===== src/rtl/otter_pkg.sv =====
// otter_pkg: shared types and constants for the OTTER multicycle control unit.
//   - state_t      : sequencer states (FETCH, EXEC, WRITEBACK, TRAP)
//   - OPC_*        : RV32I major opcodes (instruction bits [6:0])
//   - RF_* / SRCA_* / SRCB_* : select encodings for the shared 4:1 muxes
package otter_pkg;

    typedef enum logic [1:0] {
        FETCH     = 2'd0,
        EXEC      = 2'd1,
        WRITEBACK = 2'd2,
        TRAP      = 2'd3
    } state_t;

    localparam logic [6:0] OPC_OP     = 7'b0110011;
    localparam logic [6:0] OPC_OP_IMM = 7'b0010011;
    localparam logic [6:0] OPC_LUI    = 7'b0110111;
    localparam logic [6:0] OPC_AUIPC  = 7'b0010111;
    localparam logic [6:0] OPC_JAL    = 7'b1101111;
    localparam logic [6:0] OPC_JALR   = 7'b1100111;
    localparam logic [6:0] OPC_BRANCH = 7'b1100011;
    localparam logic [6:0] OPC_STORE  = 7'b0100011;
    localparam logic [6:0] OPC_LOAD   = 7'b0000011;
    localparam logic [6:0] OPC_SYSTEM = 7'b1110011;

    // Register-file writeback mux
    localparam logic [1:0] RF_PC4 = 2'b00;
    localparam logic [1:0] RF_CSR = 2'b01;
    localparam logic [1:0] RF_MEM = 2'b10;
    localparam logic [1:0] RF_ALU = 2'b11;

    // ALU operand A mux (encoding 11 is unused and never driven)
    localparam logic [1:0] SRCA_RS1  = 2'b00;
    localparam logic [1:0] SRCA_UIMM = 2'b01;
    localparam logic [1:0] SRCA_NRS1 = 2'b10;

    // ALU operand B mux
    localparam logic [1:0] SRCB_RS2  = 2'b00;
    localparam logic [1:0] SRCB_IIMM = 2'b01;
    localparam logic [1:0] SRCB_SIMM = 2'b10;
    localparam logic [1:0] SRCB_PC   = 2'b11;

endpackage


===== src/rtl/otter_sel_decode.sv =====
// otter_sel_decode: combinational decode of an instruction's opcode/func3
// into the mux selects used while it executes.
// Ports:
//   i_opcode    in  7  instruction bits [6:0]
//   i_func3     in  3  instruction bits [14:12]
//   o_rf_sel    out 2  writeback mux select for the EXEC cycle
//   o_alu_srca  out 2  ALU operand A select
//   o_alu_srcb  out 2  ALU operand B select
//   o_illegal   out 1  opcode is not a recognised RV32I major opcode
module otter_sel_decode
    import otter_pkg::*;
(
    input  logic [6:0] i_opcode,
    input  logic [2:0] i_func3,
    output logic [1:0] o_rf_sel,
    output logic [1:0] o_alu_srca,
    output logic [1:0] o_alu_srcb,
    output logic       o_illegal
);

    always_comb begin
        o_rf_sel   = RF_PC4;
        o_alu_srca = SRCA_RS1;
        o_alu_srcb = SRCB_RS2;
        o_illegal  = 1'b0;
        case (i_opcode)
            OPC_OP: begin
                o_rf_sel = RF_ALU;
            end
            OPC_OP_IMM: begin
                o_rf_sel   = RF_ALU;
                o_alu_srcb = SRCB_IIMM;
            end
            OPC_LUI: begin
                o_rf_sel   = RF_ALU;
                o_alu_srca = SRCA_UIMM;
            end
            OPC_AUIPC: begin
                o_rf_sel   = RF_ALU;
                o_alu_srca = SRCA_UIMM;
                o_alu_srcb = SRCB_PC;
            end
            OPC_JAL, OPC_JALR: begin
                o_rf_sel = RF_PC4;
            end
            OPC_BRANCH: begin
                o_rf_sel = RF_PC4;
            end
            OPC_STORE: begin
                o_alu_srcb = SRCB_SIMM;
            end
            // Address is rs1 + I-imm; the writeback select comes later.
            OPC_LOAD: begin
                o_alu_srcb = SRCB_IIMM;
            end
            // CSR ops write the old CSR value to rd; mret (func3=000) writes nothing.
            OPC_SYSTEM: begin
                if (i_func3 != 3'b000) begin
                    o_rf_sel = RF_CSR;
                end
            end
            default: begin
                o_illegal = 1'b1;
            end
        endcase
    end

endmodule


===== src/rtl/otter_cu_fsm.sv =====
// otter_cu_fsm: multicycle control sequencer for the OTTER RV32I core.
// Steps each instruction through FETCH -> EXEC [-> WRITEBACK] [-> TRAP].
// Ports:
//   CLK, RST_N               clock, asynchronous active-low reset
//   OPCODE, FUNC3            current instruction fields
//   MEM_VALID                memory completed fetch / data read
//   INTR, MIE                interrupt request (level) and enable
//   PC_WRITE .. ILLEGAL      datapath strobes (combinational)
//   RF_SEL, ALU_SRCA/SRCB    mux selects (combinational)
//   INSTRET                  registered retired-instruction counter
//   DBG_STATE                current sequencer state, for observation only
// Handshake: MEM_VALID is sampled only in FETCH and WRITEBACK; a low MEM_VALID
// holds the sequencer (and the read enable) in place for another cycle, and the
// cycle it is high completes the access. It is don't-care in EXEC and TRAP.
module otter_cu_fsm
    import otter_pkg::*;
#(
    parameter int CNT_W = 32
) (
    input  logic             CLK,
    input  logic             RST_N,
    input  logic [6:0]       OPCODE,
    input  logic [2:0]       FUNC3,
    input  logic             MEM_VALID,
    input  logic             INTR,
    input  logic             MIE,
    output logic             PC_WRITE,
    output logic             REG_WRITE,
    output logic             MEM_RDEN1,
    output logic             MEM_RDEN2,
    output logic             MEM_WE2,
    output logic             CSR_WE,
    output logic             INT_TAKEN,
    output logic             MRET_EXEC,
    output logic             ILLEGAL,
    output logic [1:0]       RF_SEL,
    output logic [1:0]       ALU_SRCA,
    output logic [1:0]       ALU_SRCB,
    output logic [CNT_W-1:0] INSTRET,
    output logic [1:0]       DBG_STATE
);

    state_t           r_state;
    logic [CNT_W-1:0] r_instret;

    logic [1:0] w_dec_rf_sel;
    logic [1:0] w_dec_srca;
    logic [1:0] w_dec_srcb;
    logic       w_dec_illegal;
    logic       w_is_load;
    logic       w_is_system;
    logic       w_writes_rd;
    logic       w_instr_end;
    logic       w_take_trap;

    otter_sel_decode u_sel_decode (
        .i_opcode   (OPCODE),
        .i_func3    (FUNC3),
        .o_rf_sel   (w_dec_rf_sel),
        .o_alu_srca (w_dec_srca),
        .o_alu_srcb (w_dec_srcb),
        .o_illegal  (w_dec_illegal)
    );

    assign w_is_load   = (OPCODE == OPC_LOAD);
    assign w_is_system = (OPCODE == OPC_SYSTEM);
    assign w_writes_rd = (OPCODE == OPC_OP)  || (OPCODE == OPC_OP_IMM) ||
                         (OPCODE == OPC_LUI) || (OPCODE == OPC_AUIPC)  ||
                         (OPCODE == OPC_JAL) || (OPCODE == OPC_JALR)   ||
                         (w_is_system && (FUNC3 != 3'b000));

    // An instruction ends on the cycle it updates the PC: EXEC for everything
    // but loads, WRITEBACK once the load data has arrived.
    assign w_instr_end = ((r_state == EXEC) && !w_is_load) ||
                         ((r_state == WRITEBACK) && MEM_VALID);
    assign w_take_trap = INTR && MIE;

    always_ff @(posedge CLK or negedge RST_N) begin
        if (!RST_N) begin
            r_state   <= FETCH;
            r_instret <= '0;
        end else begin
            if (w_instr_end) begin
                r_instret <= r_instret + CNT_W'(1);
            end
            case (r_state)
                FETCH: begin
                    if (MEM_VALID) begin
                        r_state <= EXEC;
                    end
                end
                EXEC: begin
                    if (w_is_load) begin
                        r_state <= WRITEBACK;
                    end else if (w_take_trap) begin
                        r_state <= TRAP;
                    end else begin
                        r_state <= FETCH;
                    end
                end
                WRITEBACK: begin
                    if (MEM_VALID) begin
                        r_state <= w_take_trap ? TRAP : FETCH;
                    end
                end
                TRAP: begin
                    r_state <= FETCH;
                end
                default: begin
                    r_state <= FETCH;
                end
            endcase
        end
    end

    // Strobes/selects are combinational; reset forces them all low even though
    // the state register already reads FETCH during reset.
    always_comb begin
        PC_WRITE  = 1'b0;
        REG_WRITE = 1'b0;
        MEM_RDEN1 = 1'b0;
        MEM_RDEN2 = 1'b0;
        MEM_WE2   = 1'b0;
        CSR_WE    = 1'b0;
        INT_TAKEN = 1'b0;
        MRET_EXEC = 1'b0;
        ILLEGAL   = 1'b0;
        RF_SEL    = RF_PC4;
        ALU_SRCA  = SRCA_RS1;
        ALU_SRCB  = SRCB_RS2;
        if (RST_N) begin
            case (r_state)
                FETCH: begin
                    MEM_RDEN1 = 1'b1;
                end
                EXEC: begin
                    RF_SEL    = w_dec_rf_sel;
                    ALU_SRCA  = w_dec_srca;
                    ALU_SRCB  = w_dec_srcb;
                    ILLEGAL   = w_dec_illegal;
                    PC_WRITE  = !w_is_load;
                    REG_WRITE = w_writes_rd;
                    MEM_RDEN2 = w_is_load;
                    MEM_WE2   = (OPCODE == OPC_STORE);
                    CSR_WE    = w_is_system && (FUNC3 != 3'b000);
                    MRET_EXEC = w_is_system && (FUNC3 == 3'b000);
                end
                WRITEBACK: begin
                    // Keep the read and its address stable until data returns.
                    MEM_RDEN2 = 1'b1;
                    ALU_SRCB  = SRCB_IIMM;
                    if (MEM_VALID) begin
                        REG_WRITE = 1'b1;
                        PC_WRITE  = 1'b1;
                        RF_SEL    = RF_MEM;
                    end
                end
                TRAP: begin
                    INT_TAKEN = 1'b1;
                    PC_WRITE  = 1'b1;
                end
                default: begin
                    PC_WRITE = 1'b0;
                end
            endcase
        end
    end

    assign INSTRET   = r_instret;
    assign DBG_STATE = r_state;

endmodule

===== config.mk =====
export PLATFORM = sky130hd
export DESIGN_NAME = otter_cu_fsm
export DESIGN_NICKNAME = d
export VERILOG_FILES = /design/src/rtl/otter_pkg.sv /design/src/rtl/otter_sel_decode.sv /design/src/rtl/otter_cu_fsm.sv
export SDC_FILE = /design/constraint.sdc
export NUM_CORES = 1
export LEC_CHECK = 0
export BUFFER_PORTS_ARGS = -buffer_cell sky130_fd_sc_hd__buf_2
export CAP_MARGIN = 20
export CELL_PAD_IN_SITES_DETAIL_PLACEMENT = 0
export CELL_PAD_IN_SITES_GLOBAL_PLACEMENT = 1
export CORE_ASPECT_RATIO = 0.5
export CORE_MARGIN = 1.5
export CORE_UTILIZATION = 37
export DETAILED_ROUTE_END_ITERATION = 12
export GPL_TIMING_DRIVEN = 0
export PLACE_DENSITY_LB_ADDON = 0.15
export SLEW_MARGIN = 20
export SYNTH_ARGS = -nofsm -noshare
export SYNTH_HDL_FRONTEND = slang
export SYNTH_SLANG_ARGS = --single-unit

===== constraint.sdc =====
create_clock -name CLK -period 2.5 [get_ports CLK]
set_input_delay 0.5 -clock CLK [delete_from_list [all_inputs] [get_ports CLK]]
set_output_delay 0.5 -clock CLK [all_outputs]
set_load 0.02 [all_outputs]

==> metrics.md, run 1 <==
| Metric | Value |
|---|---|
| Detail Route Antenna Nets | `0` |
| Result of the run | `complete, no violations` |
| Initial antenna violation count | `0` |
| Setup crit start kind | `input port` |
| Class of the most critical setup path | `input port to output port` |
| Class of the tightest hold or removal check | `input port to async pin` |
| Worst skew pair latency | `0.28 ns` |
| Worst hold slack after final layout | `0.0885 ns` |
| Iteration count of the initial detailed-routing pass | `4` |
| PortBufs | `61` |
| DRC marker count from the first detailed-route iteration | `68` |
| Total leakage power | `1.16 nW` |
| Diodes inserted | `0` |
| Filler cell count | `507` |
| Minimum clock period after layout | `2.41 ns` |
| All-Layer GR Usage | `15.8%` |
| Synth area leaders | `dfrtp_1 45%, xnor2_1 11%, nand2_1 4.7%, ha_1 3.9%, xor2_1 3.7%` |
| TritonCTS clock tree | `done` |
| Top cell types by occurrence after synthesis | `34 x dfrtp_1, 24 x nand2_1, 23 x xnor2_1, 18 x nor2_1, 13 x nand3_1` |
| Leading cell type by number of instances after synthesis | `dfrtp_1` |
| Net total in the final layout | `282` |
| RSZ-0062 raised after global routing | `false` |
| Asr flop ratio synth | `100%` |
| Worst-path maximum fanout | `6` |
| Synth top area share | `44.6%` |
| Final HPWL from detailed placement | `3130 um` |
| Max clock buf depth | `2` |
| Die H | `53.8 um` |
| Root buffer cell | `clkbuf_8` |
| Signal arrival time at the worst endpoint | `1.91 ns` |
| Final count of pins violating max slew | `0` |
| Post-route cell area | `2420 um^2` |
| Leading area contributor after synthesis | `dfrtp_1` |
| Net count after synthesis | `214` |
| Area of the mapped netlist | `1910 um^2` |
| Final setup margin | `0.0857 ns` |
| Post-synthesis average cell area | `9.88 um^2` |
| Pin count of the biggest net entering global routing | `36` |
| Required time reported for the critical path endpoint | `2.00 ns` |
| Total number of vias | `1598` |
| Minimum setup slack after placement | `-0.321 ns` |
| Post-Route Utilization | `49.1%` |
| Vias in the first global route | `1433` |
| Maximum VDD drop | `258 uV` |
| Final Setup Violations | `0` |
| Ratio of total power to cell area | `751 nW/um^2` |
| Total Routed Length | `4170 um` |
| Clock slew at reported path FFs | `0.07 ns` |
| Met3 global-route usage | `4.60%` |
| Kind of end point of the critical path | `output port` |
| Final hold violations | `0` |
| Final cycle utilization of the critical path | `96.6%` |
| Number of library cell types mapped by synthesis | `42` |
| Overflow left after global routing | `0` |
| Number of max-capacitance violations reported | `0` |
| Horizontal die dimension | `105 um` |
| Area enclosed by the die boundary | `5620 um^2` |
| Count of flip-flops with a built-in enable after synthesis | `0` |
| Residual DRC count | `0` |
| Most Crowded Layer GR | `met2` |
| Total number of placement rows | `18` |
| FF-to-FF path depth | `5` |
| Fmax | `414 MHz` |
| Number of buffers created by CTS | `5` |
| Floorplan Core Area | `4930 um^2` |
| Flip-flop and latch count after synthesis | `34` |
| Post-detailed-route via-to-cell ratio | `4.83` |
| Post-synth top flop | `dfrtp_1` |
| Clk sink count | `34` |
| Gpl congestion | `0.739` |
| Wire length of the first global-routing pass | `6880 um` |
| Max transition margin | `57.3%` |
| Register area share after synthesis | `44.6%` |
| Yosys warning total | `0` |
| Synth-to-Final Area Change | `27.0%` |
| Fraction of met1 tracks used by global routing | `21.0%` |
| Routed length per instance | `12.6 um` |
| Global-route met2 utilization | `25.5%` |
| Post-synthesis cell count | `193` |
| Worst clock skew | `0.00691 ns` |
| Fraction of final layout cells with drive strength greater than 1 | `34.5%` |
| I/O pin count | `64` |
| Initial Utilization | `38.7%` |
| Slew at the pin with the worst max-slew slack | `0.635 ns` |
| CTS H-tree depth | `2` |
| Instance area after placement | `2300 um^2` |
[cells by family after synthesis]
group	after synthesis	synth area share, %
and+or+nand+nor	93	28.3
DFF	34	44.6
xor gates and xnor gates	31	14.2
AOI/OAI and AO/OA	15	5.58
buffers and inverters	12	2.56
adders and majority gates	6	3.94
other	1	0.197
muxes	1	0.591
[sequential cells by signal (all words and copies together) (netlist names)]
register   count
DBG_STATE      2
INSTRET       32
[metal layers]
metal	wire [um]	vias up
li1	-	807
met1	1980	745
met2	1940	44
met3	224	2
met4	27	0
met5	0	-
[final timing paths]
| kind | startpoint | endpoint | slack, ns |
|---|---|---|---|
| min in group CLK | INSTRET[31] | INSTRET[31] | 0.47 |
| hold reg to reg | INSTRET[31] | INSTRET[31] | 0.47 |
| hold / removal | RST_N | INSTRET[7] | 0.09 |
| setup reg to reg | INSTRET[4] | INSTRET[31] | 0.35 |
| setup / recovery | OPCODE[4] | ALU_SRCB[1] | 0.09 |
| max in group asynchronous | RST_N | DBG_STATE[0] | 2.13 |
[what timing repair did]
| action | in CTS | in global routing |
|---|---|---|
| setup endpoints to repair | 13 | 7 |
| gates resized for setup | 2 | 8 |
| buffers inserted | 1 | 0 |
| hold buffers | 0 | 0 |
| pin swaps | 1 | 0 |
[placed cells by master, fill, tap and decap left out, types with 2 or more instances in the layout]
cell      synthesis  routed
and2_1            2       2
nand4_1          10      10
clkbuf_8          0       5
nand3_1          13      12
o211ai_1          3       3
nor2_1           18      18
dfrtp_1          34      33
ha_1              6       4
a21oi_1           3       3
inv_1             7       7
clkbuf_1          4       2
nand2b_1          2       2
clkinv_2          0       2
and3_2            2       2
buf_2             0      60
nor4_1            2       2
nor3_1            3       3
nor4_4            2       2
nand2_1          24      24
buf_4             1       2
or2_2             2       2
o31ai_1           2       2
xor2_1            8       8
xnor2_1          23      23
[layout make-up]
| cell class | count | area [um^2] | share of cell area (%) |
|---|---|---|---|
| tap | 70 | 87.6 | 3.62 |
| buffer | 4 | 20.0 | 0.826 |
| multi-input combinational | 147 | 1040 | 42.9 |
| sequential | 34 | 852 | 35.2 |
| clock inverter | 2 | 10.0 | 0.413 |
| clock buffer | 5 | 68.8 | 2.84 |
| inverter | 7 | 26.3 | 1.08 |
| timing repair buffer | 62 | 319 | 13.2 |
[worst max-delay path: stages]
cell and delay [ns]:
buf_2 0.13, or2_2 0.30, or2_2 0.28, clkbuf_1 0.17
mux2_2 0.28, nor2_1 0.09, buf_2 0.17
[power by group]
part	internal [mW]	total (mW)	switching, mW
Clock	0.187	0.373	0.187
Sequential	0.630	0.745	0.115
Combinational	0.270	0.701	0.432
Total	1.09	1.82	0.733
[through the flow]
| step | instances | TNS [ns] | power (mW) |
|---|---|---|---|
| global placement | 324 | -1.96 | 1.41 |
| detailed placement | 324 | -2.08 | 1.42 |
| floorplan | 193 | 0 | 1.20 |
| finish | 331 | 0 | 1.82 |
| global route | 331 | 0 | 1.95 |
| CTS | 331 | 0 | 1.81 |
(Power assumes the default switching activity.)
==> run 2, diff against run 1 <==
--- a/config.mk
+++ b/config.mk
@@ -5,14 +5,15 @@
 export SDC_FILE = /design/constraint.sdc
 export NUM_CORES = 1
 export LEC_CHECK = 0
-export BUFFER_PORTS_ARGS = -buffer_cell sky130_fd_sc_hd__buf_2
+export ABC_AREA = 1
 export CAP_MARGIN = 20
 export CELL_PAD_IN_SITES_DETAIL_PLACEMENT = 0
 export CELL_PAD_IN_SITES_GLOBAL_PLACEMENT = 1
 export CORE_ASPECT_RATIO = 0.5
 export CORE_MARGIN = 1.5
-export CORE_UTILIZATION = 37
+export CORE_UTILIZATION = 40
 export DETAILED_ROUTE_END_ITERATION = 12
+export DONT_BUFFER_PORTS = 1
 export GPL_TIMING_DRIVEN = 0
 export PLACE_DENSITY_LB_ADDON = 0.15
 export SLEW_MARGIN = 20
==> constraint.sdc (replaced) <==
create_clock -name CLK -period 2.5 [get_ports CLK]
set_input_delay 0.25 -clock CLK [delete_from_list [all_inputs] [get_ports CLK]]
set_output_delay 0.25 -clock CLK [all_outputs]
set_load 0.02 [all_outputs]
==> run 2 against run 1 <==
Effect of this change: register-to-register slack improved by 0.25 ns; critical path depth is the same; cell count rose by 52%; cell area up 23%; combinational power rose by 21%; global-route usage is 5.3 points higher; clock power rose by 57%; wire length rose by 68%; first-iteration DRC count is 150% higher; non-clock buffer count down 57; synthesized cell count rose by 110%; via count up 53%; critical endpoint is now PC_WRITE.
==> metrics.md, run 2 <==
| Metric | Value |
|---|---|
| Result of the run | `complete, no violations (unchanged)` |
| Sequence of cells on the critical path | `inv_1 -> ha_1 -> nand2_1 -> nand2_4 -> buf_6 -> o21ai_1 -> nor2_2 (was buf_2 -> or2_2 -> or2_2 -> clkbuf_1 -> mux2_2 -> nor2_1 -> buf_2)` |
| Residual DRC count | `0 (unchanged)` |
| Root buffer cell | `clkbuf_16 (was clkbuf_8)` |
| Gpl congestion | `0.950 (was 0.739)` |
| Kind of end point of the critical path | `output port (unchanged)` |
| Worst clock skew | `0.00625 ns (was 0.00691 ns)` |
| Routed length per instance | `14.0 um (was 12.6 um)` |
| PortBufs | `0 (was 61)` |
| Worst-path maximum fanout | `10 (was 6)` |
| Internal | `1.27 mW (was 1.09 mW)` |
| DRC marker count from the first detailed-route iteration | `167 (was 68)` |
| Final Setup Violations | `0 (unchanged)` |
| Fmax | `434 MHz (was 414 MHz)` |
| Total number of vias | `2448 (was 1598)` |
| Synth top area share | `31.6% (was 44.6%)` |
| Flip-flop and latch count after synthesis | `34 (unchanged)` |
| Class of the most critical setup path | `register to output port (was input port to output port)` |
| Clock share of power | `25.5% (was 20.5%)` |
| Final cycle utilization of the critical path | `92.2% (was 96.6%)` |
| Most frequent standard cell in the layout excluding fill and tap cells | `nand2_1 (was buf_2)` |
| Count of placed standard cells in the final layout, fillers left out | `503 (was 331)` |
| Post-synth top flop | `dfrtp_1 (unchanged)` |
| Clk sink count | `34 (unchanged)` |
| Cell type of the slowest stage on the worst timing path | `dfrtp_2 (was or2_2)` |
| Register-to-register setup slack | `0.60 ns (was 0.35 ns)` |
| Initial antenna violation count | `0 (unchanged)` |
| Proportion of total power due to net switching | `45.0% (was 40.3%)` |
| Signal arrival time at the worst endpoint | `2.06 ns (was 1.91 ns)` |
| Top cell types by occurrence after synthesis | `148 x nand2_1, 56 x nor2_1, 51 x inv_1, 41 x nand3_1, 34 x dfrtp_1 (was 34 x dfrtp_1, 24 x nand2_1, 23 x xnor2_1, 18 x nor2_1, 13 x nand3_1)` |
| Net count after synthesis | `427 (was 214)` |
| Number of library cell types mapped by synthesis | `30 (was 42)` |
| Placed instance count | `494 (was 324)` |
| Maximum VDD drop | `256 uV (was 258 uV)` |
| Number of buffers created by CTS | `5 (unchanged)` |
| Count of flip-flops with a built-in enable after synthesis | `0 (unchanged)` |
| Post-synthesis cell count | `406 (was 193)` |
| Synth-to-Final Area Change | `10.7% (was 27.0%)` |
| Die H | `61.0 um (was 53.8 um)` |
| RSZ-0062 raised after global routing | `false (unchanged)` |
| Clock slew at reported path FFs | `0.05 ns (was 0.07 ns)` |
| Post-synthesis average cell area | `6.62 um^2 (was 9.88 um^2)` |
| Net total in the final layout | `436 (was 282)` |
| Area enclosed by the die boundary | `7250 um^2 (was 5620 um^2)` |
| Class of the tightest hold or removal check | `input port to register (was input port to async pin)` |
| Number of max-capacitance violations reported | `0 (unchanged)` |
| Final HPWL from detailed placement | `5450 um (was 3130 um)` |
| Setup crit start kind | `register (was input port)` |
| Max clock buf depth | `2 (unchanged)` |
| Total number of placement rows | `20 (was 18)` |
| Area of the mapped netlist | `2690 um^2 (was 1910 um^2)` |
| Total leakage power | `1.44 nW (was 1.16 nW)` |
| All-Layer GR Usage | `21.1% (was 15.8%)` |
| Number of flip-flops in the largest register | `32 (unchanged)` |
| Yosys warning total | `0 (unchanged)` |
| Vias in the first global route | `2353 (was 1433)` |
| Overflow left after global routing | `0 (unchanged)` |
| Synth area leaders | `dfrtp_1 32%, nand2_1 21%, nor2_1 7.8%, nand3_1 7.6%, inv_1 7.1% (was dfrtp_1 45%, xnor2_1 11%, nand2_1 4.7%, ha_1 3.9%, xor2_1 3.7%)` |
| Ratio of total power to cell area | `774 nW/um^2 (was 751 nW/um^2)` |
| CTS H-tree depth | `2 (unchanged)` |
| Max transition margin | `57.3% (about the same)` |
| Slowest Stage Delay on Critical Path | `0.48 ns (was 0.30 ns)` |
| Diodes inserted | `0 (unchanged)` |
| Fraction of final layout cells with drive strength greater than 1 | `9.88% (was 34.5%)` |
| Overall power | `2.30 mW (was 1.82 mW)` |
| Leading area contributor after synthesis | `dfrtp_1 (unchanged)` |
| Post-Route Utilization | `47.4% (was 49.1%)` |
| Asr flop ratio synth | `100% (unchanged)` |
| Commonest cells after routing, fill and taps aside | `148 x nand2_1, 55 x nor2_1, 51 x inv_1, 41 x nand3_1, 32 x dfrtp_1 (was 60 x buf_2, 33 x dfrtp_1, 24 x nand2_1, 23 x xnor2_1, 18 x nor2_1)` |
| Total Routed Length | `7020 um (was 4170 um)` |
| Filler cell count | `667 (was 507)` |
| Wire length of the first global-routing pass | `11600 um (was 6880 um)` |
| Worst hold slack after final layout | `0.221 ns (was 0.0885 ns)` |
| Register area share after synthesis | `31.6% (was 44.6%)` |
| Pin count of the biggest net entering global routing | `35 (was 36)` |
| Leading cell type by number of instances after synthesis | `nand2_1 (was dfrtp_1)` |
| Power dissipated by switching net loads | `1.04 mW (was 0.733 mW)` |
| Horizontal die dimension | `119 um (was 105 um)` |
| Share of total power in sequential cells | `37.6% (was 40.9%)` |
| Final hold violations | `0 (unchanged)` |
| Combinational cell fraction of total power | `36.9% (was 38.5%)` |
| Final TNS setup | `0 ns (unchanged)` |
| Iteration count of the initial detailed-routing pass | `4 (unchanged)` |
| Worst skew pair latency | `0.28 ns (about the same)` |
| I/O pin count | `64 (unchanged)` |
| Post-detailed-route via-to-cell ratio | `4.87 (was 4.83)` |
| TritonCTS clock tree | `done (unchanged)` |
| Detail Route Antenna Nets | `0 (unchanged)` |
| Final count of pins violating max slew | `0 (unchanged)` |
| Required time reported for the critical path endpoint | `2.25 ns (was 2.00 ns)` |
| Slew at the pin with the worst max-slew slack | `0.635 ns (about the same)` |
| Initial Utilization | `42.8% (was 38.7%)` |
| Floorplan Core Area | `6280 um^2 (was 4930 um^2)` |
| Minimum clock period after layout | `2.31 ns (was 2.41 ns)` |
==> run 2: what timing repair did <==
action,in CTS,in global routing
setup endpoints to repair,1,2
gates resized for setup,1,4
hold buffers,2,0
hold endpoints to repair,34,0
setup buffers,0,0
==> run 2: power by group through the flow <==
stage	clock network (mW)	registers, mW	logic, mW
floorplan	0	0.839	0.674
global placement	0	0.873	0.822
detailed placement	0	0.877	0.832
CTS	0.600	0.867	0.854
global route	0.620	0.885	0.957
finish	0.587	0.868	0.850
==> run 2: final timing paths <==
| check | from | to | cells past startpoint |
|---|---|---|---|
| max | DBG_STATE[0] | PC_WRITE | 7 |
| min | MEM_VALID | DBG_STATE[1] | 2 |
| max reg2reg | DBG_STATE[0] | INSTRET[24] | 6 |
| min reg2reg | INSTRET[31] | INSTRET[31] | 2 |
| max in group asynchronous | RST_N | DBG_STATE[0] | 2 |
| min in group asynchronous | RST_N | INSTRET[8] | 2 |
==> run 2: cell type report <==
type                       count  area [um^2]  share of cell area, %
multi-input combinational    314         1620                   54.3
sequential                    34          853                   28.7
inverter                      51          191                   6.43
clock buffer                   7          133                   4.46
tap                           88          110                   3.70
buffer                         7         42.5                   1.43
timing repair buffer           2         30.0                   1.01
==> run 2: logic make-up (layout without fill, tap and decap cells) <==
family                     Yosys count  after routing  synth area share, %
xor gates and xnor gates            15             15                 6.84
DFF                                 34             34                 31.6
and+or+nand+nor                    278            278                 46.9
buffers and inverters               58             67                 8.70
AOI/OAI and AO/OA                   14             14                 3.02
other                                1              1                0.139
adders and majority gates            6              6                 2.79
==> run 2: metal layers <==
layer	vias to the layer above	part of all wire, %	global-route usage (%)
met5	-	0	0
met4	0	0.97	5.16
met3	7	7.0	4.70
met2	75	41	34.0
met1	1099	51	29.5
li1	1267	-	-
==> run 2: worst max-delay path, delay by kind of cell (launching register included) <==
family                     cells  cell delay (ns)
AOI/OAI and AO/OA              1             0.09
DFF                            1             0.48
adders and majority gates      1             0.23
buffers and inverters          2             0.34
and+or+nand+nor                3             0.64
==> run 2: metrics by stage <==
step / cell area [um^2] / worst slack (ns)
floorplan: 2690 / 0.441
global placement: 2800 / 0.282
detailed placement: 2800 / 0.262
CTS: 2970 / 0.0103
global route: 2980 / 0.0469
finish: 2980 / 0.194
==> run 3, diff against run 2 <==
--- a/config.mk
+++ b/config.mk
@@ -5,7 +5,6 @@
 export SDC_FILE = /design/constraint.sdc
 export NUM_CORES = 1
 export LEC_CHECK = 0
-export ABC_AREA = 1
 export CAP_MARGIN = 20
 export CELL_PAD_IN_SITES_DETAIL_PLACEMENT = 0
 export CELL_PAD_IN_SITES_GLOBAL_PLACEMENT = 1
==> run 3 against run 2 <==
Effect of this change: critical path depth fell by 1; combinational power down 40%; via count down 42%; flip-flop and latch count unchanged; wire length down 43%.
==> metrics.md, run 3 (synthesis gave the netlist of run 1 again) <==
| Metric | Value |
|---|---|
| Number of max-capacitance violations reported | `0 (unchanged)` |
| Clk sink count | `34 (unchanged)` |
| Initial antenna violation count | `1 (was 0)` |
| Synth-to-Final Area Change | `14.6% (was 10.7%)` |
| All-Layer GR Usage | `17.3% (was 21.1%)` |
| Slowest Stage Delay on Critical Path | `0.50 ns (was 0.48 ns)` |
| Vias in the first global route | `1416 (was 2353)` |
| Total Routed Length | `4020 um (was 7020 um)` |
| Worst skew pair latency | `0.28 ns (about the same)` |
| Post-Route Utilization | `48.7% (was 47.4%)` |
| I/O pin count | `64 (unchanged)` |
| Final count of pins violating max slew | `0 (unchanged)` |
| Critical Path Most Common Cell | `inv_1` |
| Iteration count of the initial detailed-routing pass | `4 (unchanged)` |
| Wire length of the first global-routing pass | `6820 um (was 11600 um)` |
| Fraction of final layout cells with drive strength greater than 1 | `15.1% (was 9.88%)` |
| Class of the most critical setup path | `register to output port (unchanged)` |
| Worst clock skew | `0.00545 ns (was 0.00625 ns)` |
| Final HPWL from detailed placement | `2870 um (was 5450 um)` |
| Post-detailed-route via-to-cell ratio | `5.21 (was 4.87)` |
| Initial Utilization | `42.5% (was 42.8%)` |
| Placed instance count | `259 (was 494)` |
| Class of the tightest hold or removal check | `input port to register (unchanged)` |
| Ratio of total power to cell area | `847 nW/um^2 (was 774 nW/um^2)` |
| Number of flip-flops in the largest register | `32 (unchanged)` |
| Floorplan Core Area | `4490 um^2 (was 6280 um^2)` |
| Routed length per instance | `14.8 um (was 14.0 um)` |
| Clock slew at reported path FFs | `0.07 ns (was 0.05 ns)` |
| Area enclosed by the die boundary | `5220 um^2 (was 7250 um^2)` |
| Commonest cells after routing, fill and taps aside | `34 x dfrtp_1, 24 x nand2_1, 23 x xnor2_1, 18 x nor2_1, 12 x nand3_1 (was 148 x nand2_1, 55 x nor2_1, 51 x inv_1, 41 x nand3_1, 32 x dfrtp_1)` |
| Diodes inserted | `0 (unchanged)` |
| Overall power | `1.85 mW (was 2.30 mW)` |
| Fmax | `449 MHz (was 434 MHz)` |
| CP Buf/Inv Count | `2 (unchanged)` |
| Required time reported for the critical path endpoint | `2.25 ns (about the same)` |
| Sequence of cells on the critical path | `inv_1 -> ha_2 -> inv_1 -> o211ai_1 -> nor2_1 -> nor3b_4 (was inv_1 -> ha_1 -> nand2_1 -> nand2_4 -> buf_6 -> o21ai_1 -> nor2_2)` |
| Final Setup Violations | `0 (unchanged)` |
| Detail Route Antenna Nets | `0 (unchanged)` |
| Total leakage power | `0.900 nW (was 1.44 nW)` |
| Count of placed standard cells in the final layout, fillers left out | `271 (was 503)` |
| Worst-path maximum fanout | `8 (was 10)` |
| Final hold violations | `0 (unchanged)` |
| Signal arrival time at the worst endpoint | `1.98 ns (was 2.06 ns)` |
| Instance area after placement | `1990 um^2 (was 2800 um^2)` |
| Gpl congestion | `0.734 (was 0.950)` |
| Root buffer cell | `clkbuf_8 (was clkbuf_16)` |
| Post-route cell area | `2190 um^2 (was 2980 um^2)` |
| Residual DRC count | `0 (unchanged)` |
| Filler cell count | `448 (was 667)` |
| Setup crit start kind | `register (unchanged)` |
| TritonCTS clock tree | `done (unchanged)` |
| Maximum VDD drop | `283 uV (was 256 uV)` |
| Max clock buf depth | `2 (unchanged)` |
| Final TNS setup | `0 ns (unchanged)` |
| Most frequent standard cell in the layout excluding fill and tap cells | `dfrtp_1 (was nand2_1)` |
| PortBufs | `0 (unchanged)` |
| DRC marker count from the first detailed-route iteration | `37 (was 167)` |
| Cell type of the slowest stage on the worst timing path | `dfrtp_1 (was dfrtp_2)` |
| Total number of placement rows | `17 (was 20)` |
| Net total in the final layout | `225 (was 436)` |
| Kind of end point of the critical path | `output port (unchanged)` |
| RSZ-0062 raised after global routing | `false (unchanged)` |
| Horizontal die dimension | `101 um (was 119 um)` |
| Die H | `51.8 um (was 61.0 um)` |
| Result of the run | `complete, no violations (unchanged)` |
| Max transition margin | `45.2% (was 57.3%)` |
| Number of buffers created by CTS | `5 (unchanged)` |
| Pin count of the biggest net entering global routing | `35 (unchanged)` |
| CTS H-tree depth | `2 (unchanged)` |
| Final cycle utilization of the critical path | `89.1% (was 92.2%)` |
| Largest delay contributor family on the critical path | `flip-flops (was simple AND/OR/NAND/NOR gates)` |
| Total number of vias | `1413 (was 2448)` |
| Slew at the pin with the worst max-slew slack | `0.811 ns (was 0.635 ns)` |
| Minimum clock period after layout | `2.23 ns (was 2.31 ns)` |
| Overflow left after global routing | `0 (unchanged)` |
==> run 3: cell count changes in the layout (fill, tap and decap cells not counted), sizes merged, moves of 5 or more <==
cell   before  now
xnor2       0   23
xor2       15    8
o21ai       6    1
nor2       60   18
inv        51    7
nand3      41   14
nand2     158   24
==> run 3: metal layers <==
| layer | wire length, um | part of all wire (%) | vias up | track usage (%) |
|---|---|---|---|---|
| met5 | 0 | 0 | - | 0 |
| met4 | 53 | 1.3 | 0 | 7.04 |
| met3 | 281 | 7.0 | 4 | 6.05 |
| met2 | 1760 | 44 | 50 | 28.0 |
| met1 | 1930 | 48 | 665 | 21.3 |
| li1 | - | - | 694 | - |
==> run 3: worst register-to-register path: cells and delay by family, from the launching register on <==
family / cells / cell delay (ns)
buffers and inverters: 2 / 0.25
AO/OA/AOI/OAI: 1 / 0.33
flip-flops: 1 / 0.50
adder cells (fa/ha/maj): 1 / 0.29
AND/OR/NAND/NOR: 2 / 0.59
XOR/XNOR: 1 / 0.15
==> run 3: layout make-up <==
type | instances | area, um^2 | area share, %
plain buffers | 4 | 18.8 | 0.859
clock buffers | 5 | 68.8 | 3.15
clock inverters | 3 | 40.0 | 1.83
inverters | 7 | 26.3 | 1.20
multi-input cells | 147 | 1050 | 47.9
flip-flops and latches | 34 | 851 | 38.9
well taps | 66 | 82.6 | 3.78
repair buffers | 5 | 52.6 | 2.40
==> run 3: worst paths after layout <==
check	slack (ns)	startpoint	end	cells after the start
hold / removal	0.15	MIE	DBG_STATE[0]	2
max in group asynchronous	1.91	RST_N	INSTRET[3]	2
setup reg to reg	0.28	DBG_STATE[1]	INSTRET[24]	7
min in group asynchronous	0.41	RST_N	INSTRET[22]	2
hold reg to reg	0.61	INSTRET[31]	INSTRET[31]	1
setup / recovery	0.27	DBG_STATE[1]	PC_WRITE	6
==> run 3: metrics by stage <==
| step | hold WS [ns] | setup slack [ns] |
|---|---|---|
| after floorplan | -0.0456 | 0.178 |
| after global placement | -0.0449 | -0.308 |
| after detailed placement | -0.0448 | -0.296 |
| after CTS | 0.139 | 0.0156 |
| after global routing | 0.151 | 0.0992 |
| final | 0.153 | 0.273 |
==> run 3: where the power goes <==
| part | switching (mW) | total, mW | internal, mW |
|---|---|---|---|
| Clock | 0.203 | 0.496 | 0.293 |
| Sequential | 0.219 | 0.844 | 0.625 |
| Combinational | 0.309 | 0.511 | 0.202 |
| Total | 0.731 | 1.85 | 1.12 |
==> run 3: timing repair <==
item / in CTS / in global routing
hold endpoints to repair: 34 / 0
endpoints found under the setup margin: 11 / 24
buffers inserted: 1 / 2
pin swaps: 2 / 2
hold buffers: 2 / 0
resized for setup: 4 / 4
